[config.mk]
export PLATFORM = sky130hd
export DESIGN_NAME = uart_rx_fifo
export DESIGN_NICKNAME = d
export VERILOG_FILES = /design/src/rtl/uart_rx_fifo.sv
export SDC_FILE = /design/constraint.sdc
export NUM_CORES = 1
export LEC_CHECK = 0
export ABC_AREA = 1
export CORE_MARGIN = 2
export CORE_UTILIZATION = 55
export DETAILED_ROUTE_END_ITERATION = 8
export PLACE_DENSITY = 0.72
export SETUP_SLACK_MARGIN = 0.4
export SLEW_MARGIN = 10
export SYNTH_ARGS = -nofsm -noshare
export SYNTH_HDL_FRONTEND = slang
export SYNTH_SLANG_ARGS = --single-unit
[constraint.sdc]
create_clock -name i_CLK -period 4.1 [get_ports i_CLK]
set_input_delay 0.82 -clock i_CLK [delete_from_list [all_inputs] [get_ports i_CLK]]
set_output_delay 0.82 -clock i_CLK [all_outputs]
set_load 0.02 [all_outputs]
[src/rtl/uart_rx_fifo.sv]
`default_nettype none
// +--------------------------------------------------------------------------+
// | Module   : uart_rx_fifo                                                  |
// | Purpose  : UART receiver with configurable frame format feeding a        |
// |            first-word-fall-through receive FIFO, plus sticky frame,      |
// |            parity and overrun error flags.                               |
// | Ports    : i_CLK         system clock, rising edge                       |
// |            i_RESET       asynchronous active-high reset                  |
// |            i_Serial_RX   serial line, idle high                          |
// |            i_RD_EN       pop FIFO head (ignored when empty)              |
// |            i_CLR_ERR     clear all sticky error flags                    |
// |            o_DATA        FIFO head, valid while o_EMPTY=0                |
// |            o_EMPTY       FIFO empty                                      |
// |            o_FULL        FIFO full                                       |
// |            o_COUNT       number of stored entries                        |
// |            o_FRAME_ERR   sticky: a stop bit was sampled low              |
// |            o_PARITY_ERR  sticky: parity mismatch                         |
// |            o_OVERRUN     sticky: good frame dropped, FIFO full           |
// | Revision : 1.0  initial release                                          |
// +--------------------------------------------------------------------------+
module uart_rx_fifo #(
   parameter int CLKS_PER_BIT = 5208,
   parameter int DATA_BITS    = 8,
   parameter int PARITY       = 0,
   parameter int STOP_BITS    = 1,
   parameter int FIFO_DEPTH   = 16
) (
   input  logic                          i_CLK,
   input  logic                          i_RESET,
   input  logic                          i_Serial_RX,
   input  logic                          i_RD_EN,
   input  logic                          i_CLR_ERR,
   output logic [DATA_BITS-1:0]          o_DATA,
   output logic                          o_EMPTY,
   output logic                          o_FULL,
   output logic [$clog2(FIFO_DEPTH):0]   o_COUNT,
   output logic                          o_FRAME_ERR,
   output logic                          o_PARITY_ERR,
   output logic                          o_OVERRUN
);

   localparam int CW = $clog2(CLKS_PER_BIT);
   localparam int AW = $clog2(FIFO_DEPTH);
   localparam int BW = 4;

   localparam logic [CW-1:0] c_HALF_BIT  = CW'(CLKS_PER_BIT / 2);
   localparam logic [CW-1:0] c_LAST_CNT  = CW'(CLKS_PER_BIT - 1);
   localparam logic [CW-1:0] c_CNT_ONE   = CW'(1);
   localparam logic [BW-1:0] c_DATA_LAST = BW'(DATA_BITS - 1);
   localparam logic [BW-1:0] c_STOP_LAST = BW'(STOP_BITS - 1);
   localparam logic [BW-1:0] c_BIT_ONE   = BW'(1);
   localparam logic [AW-1:0] c_PTR_ONE   = AW'(1);
   localparam logic [AW:0]   c_FIFO_ONE  = (AW + 1)'(1);
   localparam logic [AW:0]   c_DEPTH     = (AW + 1)'(FIFO_DEPTH);

   typedef enum logic [2:0] {
      ST_IDLE   = 3'd0,
      ST_START  = 3'd1,
      ST_DATA   = 3'd2,
      ST_PARITY = 3'd3,
      ST_STOP   = 3'd4,
      ST_BREAK  = 3'd5
   } state_t;

   // ---------------------------------------------------------------- sync
   logic sync1_q, rx_s_q;

   always_ff @(posedge i_CLK or posedge i_RESET) begin
      if (i_RESET) begin
         sync1_q <= 1'b1;
         rx_s_q  <= 1'b1;
      end else begin
         sync1_q <= i_Serial_RX;
         rx_s_q  <= sync1_q;
      end
   end

   // ---------------------------------------------------------------- FSM
   state_t               state_q, state_d;
   logic [CW-1:0]        cnt_q, cnt_d;
   logic [BW-1:0]        bit_q, bit_d;
   logic [DATA_BITS-1:0] shift_q, shift_d;
   logic                 par_bad_q, par_bad_d;
   logic                 frm_bad_q, frm_bad_d;
   logic                 w_tick, w_par_exp, w_frm_bad_now;
   logic                 w_push, w_set_fe, w_set_pe;

   // Full-bit-period tick: counter is reloaded on state entry, so in the
   // DATA/PARITY/STOP states this lands exactly one bit after the previous
   // mid-bit sample.
   assign w_tick        = (cnt_q == c_LAST_CNT);
   assign w_par_exp     = (^shift_q) ^ (PARITY == 1);
   assign w_frm_bad_now = frm_bad_q | ~rx_s_q;

   always_comb begin
      state_d   = state_q;
      bit_d     = bit_q;
      shift_d   = shift_q;
      par_bad_d = par_bad_q;
      frm_bad_d = frm_bad_q;
      w_push    = 1'b0;
      w_set_fe  = 1'b0;
      w_set_pe  = 1'b0;
      cnt_d     = cnt_q + c_CNT_ONE;

      case (state_q)
         ST_IDLE: begin
            bit_d     = '0;
            par_bad_d = 1'b0;
            frm_bad_d = 1'b0;
            if (!rx_s_q) state_d = ST_START;
         end
         ST_START: begin
            if (cnt_q == c_HALF_BIT) state_d = rx_s_q ? ST_IDLE : ST_DATA;
         end
         ST_DATA: begin
            if (w_tick) begin
               shift_d = {rx_s_q, shift_q[DATA_BITS-1:1]};
               if (bit_q == c_DATA_LAST) begin
                  bit_d   = '0;
                  state_d = (PARITY != 0) ? ST_PARITY : ST_STOP;
               end else begin
                  bit_d = bit_q + c_BIT_ONE;
               end
            end
         end
         ST_PARITY: begin
            if (w_tick) begin
               par_bad_d = (rx_s_q != w_par_exp);
               state_d   = ST_STOP;
            end
         end
         ST_STOP: begin
            if (w_tick) begin
               frm_bad_d = w_frm_bad_now;
               if (bit_q == c_STOP_LAST) begin
                  w_set_fe = w_frm_bad_now;
                  w_set_pe = par_bad_q;
                  w_push   = ~w_frm_bad_now & ~par_bad_q;
                  // A low final stop bit means the line may be held in break;
                  // wait for it to rise so only one frame error is raised.
                  state_d  = rx_s_q ? ST_IDLE : ST_BREAK;
               end else begin
                  bit_d = bit_q + c_BIT_ONE;
               end
            end
         end
         ST_BREAK: begin
            if (rx_s_q) state_d = ST_IDLE;
         end
         default: state_d = ST_IDLE;
      endcase

      if ((state_d != state_q) || w_tick) cnt_d = '0;
   end

   always_ff @(posedge i_CLK or posedge i_RESET) begin
      if (i_RESET) begin
         state_q   <= ST_IDLE;
         cnt_q     <= '0;
         bit_q     <= '0;
         shift_q   <= '0;
         par_bad_q <= 1'b0;
         frm_bad_q <= 1'b0;
      end else begin
         state_q   <= state_d;
         cnt_q     <= cnt_d;
         bit_q     <= bit_d;
         shift_q   <= shift_d;
         par_bad_q <= par_bad_d;
         frm_bad_q <= frm_bad_d;
      end
   end

   // ---------------------------------------------------------------- FIFO
   logic [DATA_BITS-1:0] mem_q [FIFO_DEPTH];
   logic [AW-1:0]        wr_ptr_q, rd_ptr_q;
   logic [AW:0]          count_q, count_d;
   logic                 fe_q, pe_q, ov_q;
   logic                 w_empty, w_full, w_pop, w_wr, w_ovr;

   assign w_empty = (count_q == '0);
   assign w_full  = (count_q == c_DEPTH);
   assign w_pop   = i_RD_EN & ~w_empty;
   // A simultaneous pop frees a slot first, so a push into a full FIFO
   // is only dropped when no pop accompanies it.
   assign w_wr    = w_push & (~w_full | w_pop);
   assign w_ovr   = w_push & w_full & ~w_pop;

   always_comb begin
      count_d = count_q;
      if (w_wr && !w_pop)      count_d = count_q + c_FIFO_ONE;
      else if (!w_wr && w_pop) count_d = count_q - c_FIFO_ONE;
   end

   always_ff @(posedge i_CLK) begin
      if (w_wr) mem_q[wr_ptr_q] <= shift_q;
   end

   always_ff @(posedge i_CLK or posedge i_RESET) begin
      if (i_RESET) begin
         wr_ptr_q <= '0;
         rd_ptr_q <= '0;
         count_q  <= '0;
         fe_q     <= 1'b0;
         pe_q     <= 1'b0;
         ov_q     <= 1'b0;
      end else begin
         if (w_wr)  wr_ptr_q <= wr_ptr_q + c_PTR_ONE;
         if (w_pop) rd_ptr_q <= rd_ptr_q + c_PTR_ONE;
         count_q <= count_d;
         // New errors win over a same-cycle clear.
         fe_q    <= (fe_q & ~i_CLR_ERR) | w_set_fe;
         pe_q    <= (pe_q & ~i_CLR_ERR) | w_set_pe;
         ov_q    <= (ov_q & ~i_CLR_ERR) | w_ovr;
      end
   end

   assign o_DATA       = w_empty ? '0 : mem_q[rd_ptr_q];
   assign o_EMPTY      = w_empty;
   assign o_FULL       = w_full;
   assign o_COUNT      = count_q;
   assign o_FRAME_ERR  = fe_q;
   assign o_PARITY_ERR = pe_q;
   assign o_OVERRUN    = ov_q;

endmodule
`default_nettype wire

# ---- Yosys cells after proc, flatten, opt, wreduce, memory -nomap -nowiden
# Memory sizes are Yosys's and may differ from the RTL's.
# Cells that the tools add are included.
# W data, S select, Z words.
dict set report totals {
  ff_bits 48
  ramBits 128
  in_bits 5
  out_inout_bits 18
  elab_cells 108
  mem_count 1
}
dict set report classes {
  addsub 6
  eq_ne 15
  muxes 35
  n_bitwise 20
  reduce_logical 17
}
# name words width rd rd_ports_with_merged_regs write_ports line
set mem_list {}
lappend mem_list {mem_q 16 8 1 0 1 176} ;# logic [DATA_BITS-1:0] mem_q [FIFO_DEPTH];
# op n
set ops {}
lappend ops {{$mux W3} 9}
lappend ops {{$pmux W3 S6} 1}
lappend ops {{$mux W4} 4}
lappend ops {{$add A13 B1 Y13 const B} 1}
lappend ops {{$eq A13 B12 Y1 const B} 1}
lappend ops {{$eq A13 B13 Y1 const B} 1}
lappend ops {{$mux W1} 13}
lappend ops {{$mux W13} 1}
lappend ops {{$add A4 B1 Y4 const B} 3}
lappend ops {{$pmux W4 S3} 1}
lappend ops {{$mux W5} 2}
lappend ops {{$and A1 B1 Y1} 8}
lappend ops {{$mux W8} 1}
lappend ops {{$ne A2 B2 Y1 const B} 4}
lappend ops {{$reduce_xor A8 Y1} 1}
lappend ops {{$not A1 Y1} 7}
lappend ops {{$eq A3 B2 Y1 const B} 2}
lappend ops {{$eq A3 B3 Y1 const B} 2}
lappend ops {{$reduce_and A2 Y1} 3}
lappend ops {{$reduce_bool A2 Y1} 3}
lappend ops {{$add A5 B1 Y5 const B} 1}
lappend ops {{$eq A5 B5 Y1 const B} 1}
lappend ops {{$logic_not A5 Y1} 1}
lappend ops {{$or A1 B1 Y1} 5}
lappend ops {{other kinds (14)} 17}

# ---- Longest topological paths before layout
# Gate-level depths: netlist of run 1.
dict set report depth {
  ltp_word 12
  mapped_depth 19
  depth_no_buf 19
}

# ---- Least setup slack after synthesis of run 1
# Ideal clock, no wire load.
dict set report synth_timing {
  path_kind {reg-to-reg}
  startpoint {reg cnt_q[0]}
  endpoint {reg count_q[4], in the netlist o_COUNT[4]}
  setup_ns 0.134
  arrival_time_ns 2.565
  t_required_ns 3.966
  path_slack_ns 1.401
  stages_incl_launch_ff 20
  n_path_buf 0
  synth_period_minus_slack_ns 2.699
  path_cell_list {dfrtp_1 -> ha_1 -> nand2_2 -> inv_2 -> nand2_1 -> nor2_2 -> nand3_1 -> nor2_2 -> nand2_1 -> nor2_4 -> ha_1 -> inv_1 -> ha_1 -> a21oi_1 -> nor2_1 -> nor2_1 -> nand2_1 -> nand2_1 -> nor2_1 -> xor2_1}
}
dict set report synth_between {
  elab_chain_cells 7
  word_cells_on_any_way 9
  cone_classes {1 x eq/ne; 3 x mux; 1 x bitwise; 4 x reduce/logical}
}
# element line
set synth_lines {}
lappend synth_lines {{start: declaration} 80} ;# logic [CW-1:0] cnt_q, cnt_d;
lappend synth_lines {{start signal: assignment} 167} ;# cnt_q <= cnt_d;
lappend synth_lines {{$eq A13 B13 Y1 *} 91} ;# assign w_tick = (cnt_q == c_LAST_CNT);
lappend synth_lines {{$mux W1 *} 134} ;# if (w_tick) begin
lappend synth_lines {{$mux W1 *} 106} ;# case (state_q)
lappend synth_lines {{$and A1 B1 Y1 *} 187} ;# assign w_wr = w_push & (~w_full | w_pop);
lappend synth_lines {{named net w_wr} 180} ;# logic w_empty, w_full, w_pop, w_wr, w_ovr;
lappend synth_lines {{$logic_not A1 Y1} 193} ;# else if (!w_wr && w_pop) count_d = count_q - c_FIFO_ONE;
lappend synth_lines {{$logic_and A1 B1 Y1} 193}
lappend synth_lines {{$reduce_bool A2 Y1 (no source line)} n/a}
lappend synth_lines {{end signal: assignment} 211} ;# count_q <= count_d;
lappend synth_lines {{end: declaration} 178} ;# logic [AW:0] count_q, count_d;
# Mark *: on every way through the listed nets, which the timed path passes. The rest lies on a longest branch.
# A chain may end at the register's enable or synchronous reset.

# ---- Worst setup path in the final report of run 1
dict set report layout_timing {
  startpoint {reg rd_ptr_q[0]}
  endpoint {out o_DATA[1]}
}
dict set report layout_between {
  elab_chain_cells 2
}
# element line
set layout_lines {}
lappend layout_lines {{start: declaration} 177} ;# logic [AW-1:0] wr_ptr_q, rd_ptr_q;
lappend layout_lines {{start signal: assignment} 210} ;# if (w_pop) rd_ptr_q <= rd_ptr_q + c_PTR_ONE;
lappend layout_lines {{$mem_v2 Z16 W8} n/a}
lappend layout_lines {{$mux W8} 219} ;# assign o_DATA = w_empty ? '0 : mem_q[rd_ptr_q];
lappend layout_lines {{end: declaration} 33} ;# output logic [DATA_BITS-1:0] o_DATA,
# No other way between the ends.

==> summary.txt, run 1 <==
Global route
  • Largest net degree at the start of global routing: 66
  • First-pass GRT wire length: 28,800 um
  • Remaining Overflow, GRT: 0
  • Total global routing track utilization: 25.6%
  • Vias in the first global route: 5,605
  • Initial antenna violation count: 0

Yosys
  • Yosys warnings: 0
  • Netlist Area Pre-Place: 7900 um2
  • Yosys top cell by area: edfxtp_1
  • Post-Synthesis Cells: about 720
  • Number of synthesized register bits: 176
  • Average size of a mapped cell: 10.9 um2
  • Register area share after synthesis: a little under two thirds
  • Synth area leaders: edfxtp_1, dfrtp_1, nor2_1
  • Post-synthesis cell type count: 36
  • Synth top area share: approximately half
  • Syn Nets: roughly 740
  • Top_reg_cell synth: edfxtp_1
  • Post-synth EDFFs: 128
  • Asr flop ratio synth: 27.3%

Layout
  • Layout cell share with drive strength beyond 1: 12.1%
  • Commonest cells after routing, fill and taps aside: edfxtp_1, nor2_1, o21ai_0, nand2_1, dfrtp_1
  • Final Cell Area: roughly 8900 um2
  • Area grow syn2layout: 12.2%
  • Most common cell after layout, fill and taps aside: edfxtp_1
  • ANT cells: 0
  • Nets: 767

Placed design
  • Placed inst area: 8290 um2
  • Post-DP HPWL: ~11,000 um
  • RD Place Congestion: between 0.9 and 1
  • # port buffers: 22

Clocking
  • CTS buffer count: 17
  • H-tree depth: 4
  • CTS root buf: clkbuf_16
  • Worst-skew pair later-pin latency: roughly 0.43 ns
  • CTS tree: built
  • Reg clk slew, reported paths: 0.06 ns
  • Clock buffer depth: 2
  • Clock sinks: 176

Route
  • 1st-pass router iterations: 5
  • Post-route ant nets: 0
  • Total wire length: ~18,000 um
  • WL/cell: 19.0 um
  • DR iter-0 viols: 703
  • Via-per-instance ratio: 5.82
  • Via count: 5,473
  • Post-route DRC: 0

Worst setup path
  • Worst reg2reg setup slack: 0.86 ns
  • Critical path class: flop to output port
  • Worst EP required: 3.28 ns
  • Nature of the critical path endpoint: output port
  • Crit start category: flop
  • WP data arrival: 2.72 ns
  • Max Fanout on Critical Path: 65

Timing
  • Final period util: 86.3%
  • Final count of pins violating max slew: 0
  • Minimum clock period: 3.54 ns
  • Fin. Hold Viols: 0
  • Worst-Margin Slew: 1.06 ns
  • Clk_skew: a little over 0.007 ns
  • RSZ-0062 raised after global routing: true
  • Final setup fails: 0
  • Max Fclk: 283 MHz
  • Relative slew slack: 29.2%
  • Setup TNS: 0 ns

Die
  • Core Area: between 10,000 and 15,000 um2
  • Die width: 124 um
  • Top Ports: 23
  • Die Y-Extent: ~120 um
  • Die footprint: 15,300 um2
  • Initial cell density of the core: 56.7%
  • FP Rows: 43

Power and ir drop
  • Pwr/cell area: 589 nW/um2
  • Peak supply drop: 0.370 mV
  • Pleak: 3.62 nW

Min path
  • HP Class: flop to flop

Flow run
  • MaxCap Viol Count: 0

Run status
  • Status: finished, final reports clean
## where the power goes
part           internal, mW  switching [mW]
combinational         0.648            1.07
clock                 0.830           0.672
sequential             1.94          0.0560
total                  3.42            1.80
## kinds of logic (layout without fill, tap and decap cells)
group	count (synthesis)	count (layout)	synth area share, %
and+or+nand+nor	284	284	16.5
DFF	176	176	63.9
AOI/OAI and AO/OA	139	139	10.3
buffers and inverters	85	124	4.39
xor gates and xnor gates	24	24	2.66
adders and majority gates	14	14	2.31
## synth_stat cells, types with 3 or more instances
library cell    n
nor2_2          6
inv_2          14
o221ai_1       25
dfrtp_1        46
nor2_1        120
edfxtp_1      128
a21oi_1        16
xor2_1         17
xnor2_1         7
o22ai_1        10
inv_1          42
nor2_4         11
nand2_2         7
ha_1           13
clkbuf_1       19
nor3_1          9
buf_2           6
o21ai_0        83
nor4_1          3
nand4_1         6
nand2_1        82
nand3_1        34
## through the flow
step	power (mW)	instances	hold WS, ns	worst slack, ns	utilization, %
after floorplan	3.11	722	0.345	1.40	-
after global placement	3.65	906	0.348	0.954	59.5
after detailed placement	3.68	906	0.353	0.772	59.5
after CTS	5.18	938	0.363	0.413	63.4
after global routing	5.50	941	0.365	0.379	63.6
final	5.22	941	0.361	0.560	63.6
## state kept, by name, summed over array words and instances, names as in the netlist
| register | cells |
|---|---|
| mem_q | 128 |
| cnt_q | 13 |
| shift_q | 8 |
| o_COUNT | 5 |
| bit_q | 4 |
| rd_ptr_q | 4 |
| wr_ptr_q | 4 |
| state_q | 3 |
| frm_bad_q | 1 |
| o_FRAME_ERR | 1 |
| o_OVERRUN | 1 |
| o_PARITY_ERR | 1 |
| par_bad_q | 1 |
| rx_s_q | 1 |
| sync1_q | 1 |
## routing by layer
layer	part of all wire (%)	GRT usage, %	wire, um	vias to the layer above
li1	-	-	-	2563
met1	40	32.1	7180	2643
met2	49	42.2	8830	225
met3	6.6	5.13	1190	42
met4	3.7	13.3	658	0
met5	0	0	0	-
## critical path, stage by stage, from the launching register on
cell and delay (ns):
dfrtp_1 0.41, clkbuf_8 0.41, o21ai_0 0.17, o22ai_1 0.28, o21ai_0 0.19, a21oi_1 0.19, clkdlybuf4s50_1 0.63
## layout make-up
cell class	count	area, um2
Fill cell	1041	5070
Timing Repair Buffer	34	317
Multi-Input combinational cell	461	2510
Clock inverter	15	120
Clock buffer	17	425
Tap cell	180	225
Sequential cell	176	5050
Inverter	58	225
## final timing paths
path | depth (start not counted) | endpoint | start
worst max register to register | 19 | o_COUNT[4]$_DFFE_PP0P_ | cnt_q[0]$_DFF_PP0_
worst min register to register | 0 | rx_s_q$_DFF_PP1_ | sync1_q$_DFF_PP1_
min in group asynchronous | 2 | wr_ptr_q[1]$_DFFE_PP0P_ | i_RESET
worst min-delay path | 0 | rx_s_q$_DFF_PP1_ | sync1_q$_DFF_PP1_
worst max-delay path | 6 | o_DATA[1] | rd_ptr_q[0]$_DFFE_PP0N_
max in group asynchronous | 2 | cnt_q[0]$_DFF_PP0_ | i_RESET
## timing repair
item | in CTS | in global routing
hold buffers | 0 | 0
endpoints found under the hold margin | 0 | 0
gates resized for setup | 0 | 4
buffers inserted | 0 | 3
setup endpoints to repair | 0 | 8
Note: power is estimated with default switching activity, not from simulation.
==> run 2, diff against run 1 <==
--- a/config.mk
+++ b/config.mk
@@ -7,9 +7,9 @@
 export LEC_CHECK = 0
 export ABC_AREA = 1
 export CORE_MARGIN = 2
-export CORE_UTILIZATION = 55
+export CORE_UTILIZATION = 60
 export DETAILED_ROUTE_END_ITERATION = 8
-export PLACE_DENSITY = 0.72
+export PLACE_DENSITY = 0.78
 export SETUP_SLACK_MARGIN = 0.4
 export SLEW_MARGIN = 10
 export SYNTH_ARGS = -nofsm -noshare
==> summary.txt, run 2 (synthesis gave the netlist of run 1 again) <==
Timing
  • Final period util: 86.9% (+0.57 points)
  • Minimum clock period: 3.56 ns (+0.0236 ns)
  • Worst-Margin Slew: 1.02 ns (-0.0371 ns)
  • Setup TNS: 0 ns (unchanged)
  • Clk_skew: 0.00590 ns (-0.00124 ns)
  • Relative slew slack: 31.7% (+2.5 points)
  • Final count of pins violating max slew: 0 (unchanged)
  • Fin. Hold Viols: 0 (unchanged)
  • Max Fclk: 281 MHz (-0.66%)
  • Fin Hold WS: 0.356 ns (-0.00514 ns)
  • Min setup slack post-route: 0.537 ns (-0.0236 ns)
  • Final setup fails: 0 (unchanged)
  • RSZ-0062 raised after global routing: false

Layout
  • Sequential Area: 5050 um2 (about the same)
  • Multi-input logic area: 2510 um2 (unchanged)
  • Largest regs: mem_q: 128 flops, cnt_q: 13 flops, shift_q: 8 flops
  • Nets: 763 (-0.52%)
  • Layout cell share with drive strength beyond 1: 11.4% (-0.73 points)
  • Area grow syn2layout: 12.7%
  • Most common cell after layout, fill and taps aside: edfxtp_1
  • Largest register by flop count: mem_q
  • Max reg flops: 128 (unchanged)
  • ANT cells: 0 (unchanged)
  • Commonest cells after routing, fill and taps aside: edfxtp_1, nor2_1, o21ai_0, nand2_1, dfrtp_1
  • Fillers: 922 (-11%)

Power and ir drop
  • Peak supply drop: 0.349 mV (-5.8%)
  • Psw: 1.78 mW (-1.2%)
  • Pleak: 3.64 nW (+0.41%)
  • Cell Int Power: 3.59 mW (+5.0%)
  • Clock power frac: 31.3% (+2.5 points)
  • Seq pwr share: 37.6% (-0.6 points)
  • Pwr/cell area: 603 nW/um2 (+2.5%)
  • Comb pwr share: 31.1% (-1.9 points)
  • Sw frac: 33.2% (-1.4 points)

Global route
  • First-pass GRT wire length: 28,300 um (-1.7%)
  • Initial antenna violation count: 0 (unchanged)
  • Vias in the first global route: 5,559 (-0.82%)
  • Remaining Overflow, GRT: 0 (unchanged)
  • Total global routing track utilization: 26.3% (+0.74 points)
  • Largest net degree at the start of global routing: 50 (-24%)

Run status
  • Status: finished, final reports clean

Die
  • Initial cell density of the core: 62.1% (+5.4 points)
  • FP Rows: 41 (-4.7%)
  • Die footprint: 14,100 um2 (-8.1%)
  • Die width: 119 um (-4.1%)
  • Core Area: 12,700 um2 (-8.7%)
  • Top Ports: 23 (unchanged)
  • Die Y-Extent: 119 um (-4.1%)

Clocking
  • H-tree depth: 4 (unchanged)
  • Worst-skew pair later-pin latency: 0.42 ns (about the same)
  • Reg clk slew, reported paths: 0.06 ns (about the same)
  • Clock sinks: 176 (unchanged)
  • CTS tree: built
  • CTS buffer count: 17 (unchanged)
  • Clock buffer depth: 2 (unchanged)
  • CTS root buf: clkbuf_16

Placed design
  • RD Place Congestion: 0.888 (-3.4%)
  • # port buffers: 22 (unchanged)
  • Dpl ws: 0.672 ns (-0.100 ns)
  • Post-DP HPWL: 11,400 um (-0.58%)

Route
  • WL/cell: 18.7 um (-1.2%)
  • Post-route DRC: 0 (unchanged)
  • Post-route ant nets: 0 (unchanged)
  • Total wire length: 17,400 um (-2.5%)
  • 1st-pass router iterations: 6 (+1)
  • Via count: 5,591 (+2.2%)
  • Via-per-instance ratio: 6.02 (+3.5%)
  • DR iter-0 viols: 682 (-3.0%)

Worst setup path
  • Nature of the critical path endpoint: output port
  • Max Fanout on Critical Path: 49 (-25%)
  • Worst EP required: 3.28 ns (about the same)
  • Crit start category: flop
  • WP data arrival: 2.74 ns (+0.02 ns)
  • Critical path class: flop to output port

Min path
  • HP Class: flop to flop

Flow run
  • MaxCap Viol Count: 0 (unchanged)
## run 2: changes by cell type in the layout (fill, tap and decap cells not counted), moves of 2 or more
cell,delta
buf_4,-4
bufinv_16,+3
clkinv_2,-5
clkbuf_1,+2
## run 2: power groups by stage
stage	Clock, mW	Combinational (mW)	Sequential, mW
3_5_place_dp	0	1.62	2.05
6_report	1.68	1.67	2.02
4_1_cts	1.69	1.64	2.01
5_1_grt	1.77	1.83	2.02
3_3_place_gp	0	1.58	2.04
2_1_floorplan	0	1.06	2.05
## run 2: path summary, 6_finish.rpt
kind,startpoint,end,slack (ns),cells past startpoint
worst max register to register,bit_q[0]$_DFFE_PP0P_,o_COUNT[4]$_DFFE_PP0P_,0.97,18
worst min register to register,sync1_q$_DFF_PP1_,rx_s_q$_DFF_PP1_,0.36,0
min in group asynchronous,i_RESET,cnt_q[11]$_DFF_PP0_,0.97,2
max in group asynchronous,i_RESET,rd_ptr_q[1]$_DFFE_PP0N_,2.44,2
worst min-delay path,sync1_q$_DFF_PP1_,rx_s_q$_DFF_PP1_,0.36,0
worst max-delay path,rd_ptr_q[0]$_DFFE_PP0N_,o_DATA[6],0.54,7
## run 2: layout make-up
class	instances	share of cell area [%]
sequential	176	56.7
multi-input combinational	461	28.2
clock buffer	19	4.86
timing repair buffer	30	3.29
inverter	58	2.45
tap	172	2.42
clock inverter	13	2.09
## run 2: routing by layer
layer | GRT usage [%] | part of all wire (%) | vias up
met2 | 44.3 | 51 | 278
met5 | 0 | 0 | -
met4 | 12.1 | 3.2 | 0
met1 | 32.9 | 39 | 2708
li1 | - | - | 2555
met3 | 5.26 | 7.0 | 50
## run 2: worst max-delay path, stage by stage, from the launching register on
cell and delay, ns:
dfrtp_1 0.39, buf_12 0.23, buf_4 0.24, o21ai_0 0.12
o221ai_1 0.31, nand3_1 0.18, a21oi_1 0.20, clkdlybuf4s50_1 0.63
## run 2: metrics by stage
stage	std cells	utilization (%)	total power [mW]	instance area (um2)
after floorplan	722	-	3.11	7900
after global placement	897	65.0	3.62	8270
after detailed placement	897	65.0	3.67	8270
after CTS	929	69.9	5.35	8890
after global routing	929	70.0	5.62	8900
final	929	70.0	5.37	8900
## run 2: repair_timing
action	CTS	global route
pin swaps	0	0
hold buffers	0	0
buffers inserted	0	0
resized for setup	3	3
endpoints found under the setup margin	3	3
==> run 3, diff against run 2 <==
--- a/config.mk
+++ b/config.mk
@@ -7,9 +7,8 @@
 export LEC_CHECK = 0
 export ABC_AREA = 1
 export CORE_MARGIN = 2
-export CORE_UTILIZATION = 60
+export CORE_UTILIZATION = 35
 export DETAILED_ROUTE_END_ITERATION = 8
-export PLACE_DENSITY = 0.78
 export SETUP_SLACK_MARGIN = 0.4
 export SLEW_MARGIN = 10
 export SYNTH_ARGS = -nofsm -noshare
==> summary.txt, run 3 (synthesis gave the netlist of run 1 again) <==
Die
  • Initial cell density of the core: 35.9% (-26 points)
  • Top Ports: 23 (unchanged)
  • Die width: 154 um (+30%)
  • Die footprint: 23,800 um2 (+69%)
  • Core Area: 22,000 um2 (+73%)
  • Die Y-Extent: 154 um (+30%)
  • FP Rows: 54 (+32%)

Timing
  • Clk_skew: 0.0140 ns (+0.00810 ns)
  • Fin Hold WS: 0.356 ns (+0.000736 ns)
  • Final count of pins violating max slew: 0 (unchanged)
  • Minimum clock period: 3.56 ns (-0.00728 ns)
  • RSZ-0062 raised after global routing: true
  • Worst-Margin Slew: 1.03 ns (+0.00802 ns)
  • Final period util: 86.7% (-0.18 points)
  • Fin. Hold Viols: 0 (unchanged)
  • Max Fclk: 281 MHz (+0.20%)
  • Min setup slack post-route: 0.544 ns (+0.00728 ns)
  • Setup TNS: 0 ns (unchanged)
  • Final setup fails: 0 (unchanged)
  • Relative slew slack: 31.2% (-0.54 points)

Layout
  • Layout cell share with drive strength beyond 1: 12.6% (+1.2 points)
  • Sequential Area: 5050 um2 (about the same)
  • Largest regs: mem_q: 128 flops, cnt_q: 13 flops, shift_q: 8 flops
  • Nets: 769 (+0.79%)
  • Multi-input logic area: 2510 um2 (unchanged)
  • Fillers: 2,050 (+120%)
  • Commonest cells after routing, fill and taps aside: edfxtp_1, nor2_1, o21ai_0, nand2_1, dfrtp_1
  • Max reg flops: 128 (unchanged)
  • Most common cell after layout, fill and taps aside: edfxtp_1
  • ANT cells: 0 (unchanged)
  • Area grow syn2layout: 14.4%
  • Largest register by flop count: mem_q

Route
  • Post-route DRC: 0 (unchanged)
  • Post-route ant nets: 0 (unchanged)
  • Via count: 5,357 (-4.2%)
  • 1st-pass router iterations: 7 (+1)
  • WL/cell: 16.9 um (-9.8%)
  • Total wire length: 17,600 um (+1.3%)
  • DR iter-0 viols: 483 (-29%)
  • Via-per-instance ratio: 5.14 (-15%)

Global route
  • Remaining Overflow, GRT: 0 (unchanged)
  • First-pass GRT wire length: 28,600 um (+0.88%)
  • Largest net degree at the start of global routing: 49 (-2.0%)
  • Initial antenna violation count: 0 (unchanged)
  • Total global routing track utilization: 15.4% (-11 points)
  • Vias in the first global route: 5,193 (-6.6%)

Clocking
  • CTS buffer count: 17 (unchanged)
  • Reg clk slew, reported paths: 0.07 ns (about the same)
  • Clock buffer depth: 2 (unchanged)
  • # hold bufs at CTS: 0 (unchanged)
  • H-tree depth: 4 (unchanged)
  • Worst-skew pair later-pin latency: 0.43 ns (about the same)
  • CTS tree: built
  • Postcts setup bufs: 0 (unchanged)
  • Clock sinks: 176 (unchanged)
  • Resize count post-CTS: 0 (-3)
  • CTS root buf: clkbuf_16

Worst setup path
  • Reg-to-Reg Start: bit_q[0]$_DFFE_PP0P_
  • WP data arrival: 2.74 ns (about the same)
  • Worst reg2reg setup slack: 1.00 ns (+0.03 ns)
  • Crit start category: flop
  • CP cell instances: buf_4 > o21ai_0 > o221ai_1 > nand3_1 > a21oi_1 > clkdlybuf4s50_1
  • Max Fanout on Critical Path: 19 (-61%)
  • Nature of the critical path endpoint: output port
  • Capture point of the worst reg-to-reg path: o_COUNT[4]$_DFFE_PP0P_
  • CP max stage delay: 0.63 ns (about the same)
  • Worst EP required: 3.28 ns (about the same)
  • Worst R2R Path Depth: 18 (unchanged)
  • Crit-path slowest cell: clkdlybuf4s50_1
  • Critical path class: flop to output port

Placed design
  • Post-DP HPWL: 11,300 um (-0.57%)
  • Dpl ws: 0.696 ns (+0.0239 ns)
  • RD Place Congestion: 0.866 (-2.4%)
  • # port buffers: 22 (unchanged)

Power and ir drop
  • Peak supply drop: 0.290 mV (-17%)
  • Pwr/cell area: 578 nW/um2 (-4.2%)
  • Pleak: 3.66 nW (+0.62%)

Min path
  • Hold endpoint: rx_s_q$_DFF_PP1_
  • Min-delay src: sync1_q$_DFF_PP1_
  • Hold depth: 0 (unchanged)
  • HP Class: flop to flop

Flow run
  • MaxCap Viol Count: 0 (unchanged)

Run status
  • Status: finished, final reports clean
==> run 3: changes by cell type in the layout (fill, tap and decap cells not counted), moves of 2 or more <==
cell	change
bufinv_16	-4
buf_6	+2
buf_4	+4
clkinv_4	+2
clkinv_8	+2
inv_8	+4
clkinvlp_4	-2
clkbuf_1	-2
==> run 3: layout make-up <==
cell class              instances  area share [%]
well taps                     280            3.87
flip-flops and latches        176            55.8
repair buffers                 36            3.76
clock inverters                15            1.63
inverters                      58            2.45
multi-input cells             461            27.7
clock buffers                  17            4.70
==> run 3: report_power, final <==
group | total, mW | switching (mW) | internal, mW | leakage (nW)
Sequential | 2.03 | 0.0940 | 1.94 | 2.11
Clock | 1.56 | 0.750 | 0.808 | 0.277
Combinational | 1.63 | 1.00 | 0.631 | 1.28
Total | 5.23 | 1.85 | 3.38 | 3.66
==> run 3: metrics by stage <==
step           cell area, um2  power, mW  instances  util [%]
2_1_floorplan            7900       3.11        722         -
3_3_place_gp             8450       3.67       1011      38.4
3_5_place_dp             8450       3.68       1011      38.4
4_1_cts                  9020       5.23       1043      41.0
5_1_grt                  9040       5.51       1043      41.1
6_report                 9040       5.23       1043      41.1
==> run 3: worst max-delay path by stage <==
stage / from / to / slack [ns] / depth (start not counted)
3_3_place_gp: i_RD_EN / o_COUNT[4]$_DFFE_PP0P_ / 0.67 / 13
5_1_grt: rd_ptr_q[0]$_DFFE_PP0N_ / o_DATA[1] / 0.38 / 8
6_report: rd_ptr_q[0]$_DFFE_PP0N_ / o_DATA[3] / 0.54 / 6
3_5_place_dp: i_RD_EN / o_COUNT[4]$_DFFE_PP0P_ / 0.70 / 13
4_1_cts: rd_ptr_q[2]$_DFFE_PP0N_ / o_DATA[6] / 0.44 / 6
2_1_floorplan: cnt_q[0]$_DFF_PP0_ / o_COUNT[4]$_DFFE_PP0P_ / 1.40 / 19
==> run 3: worst max-delay path, delay by kind of cell, from the launching register on <==
kind | cells | cell delay [ns]
AO/OA/AOI/OAI | 3 | 0.61
buffers and inverters | 2 | 0.94
flip-flops | 1 | 0.59
AND/OR/NAND/NOR | 1 | 0.16
==> run 3: metal layers <==
| layer | global-route usage [%] | vias to the layer above | share of wire (%) |
|---|---|---|---|
| li1 | - | 2577 | - |
| met1 | 21.6 | 2602 | 47 |
| met2 | 24.0 | 162 | 47 |
| met4 | 4.59 | 0 | 1.0 |
| met5 | 0 | - | 0 |
| met3 | 3.61 | 16 | 5.2 |
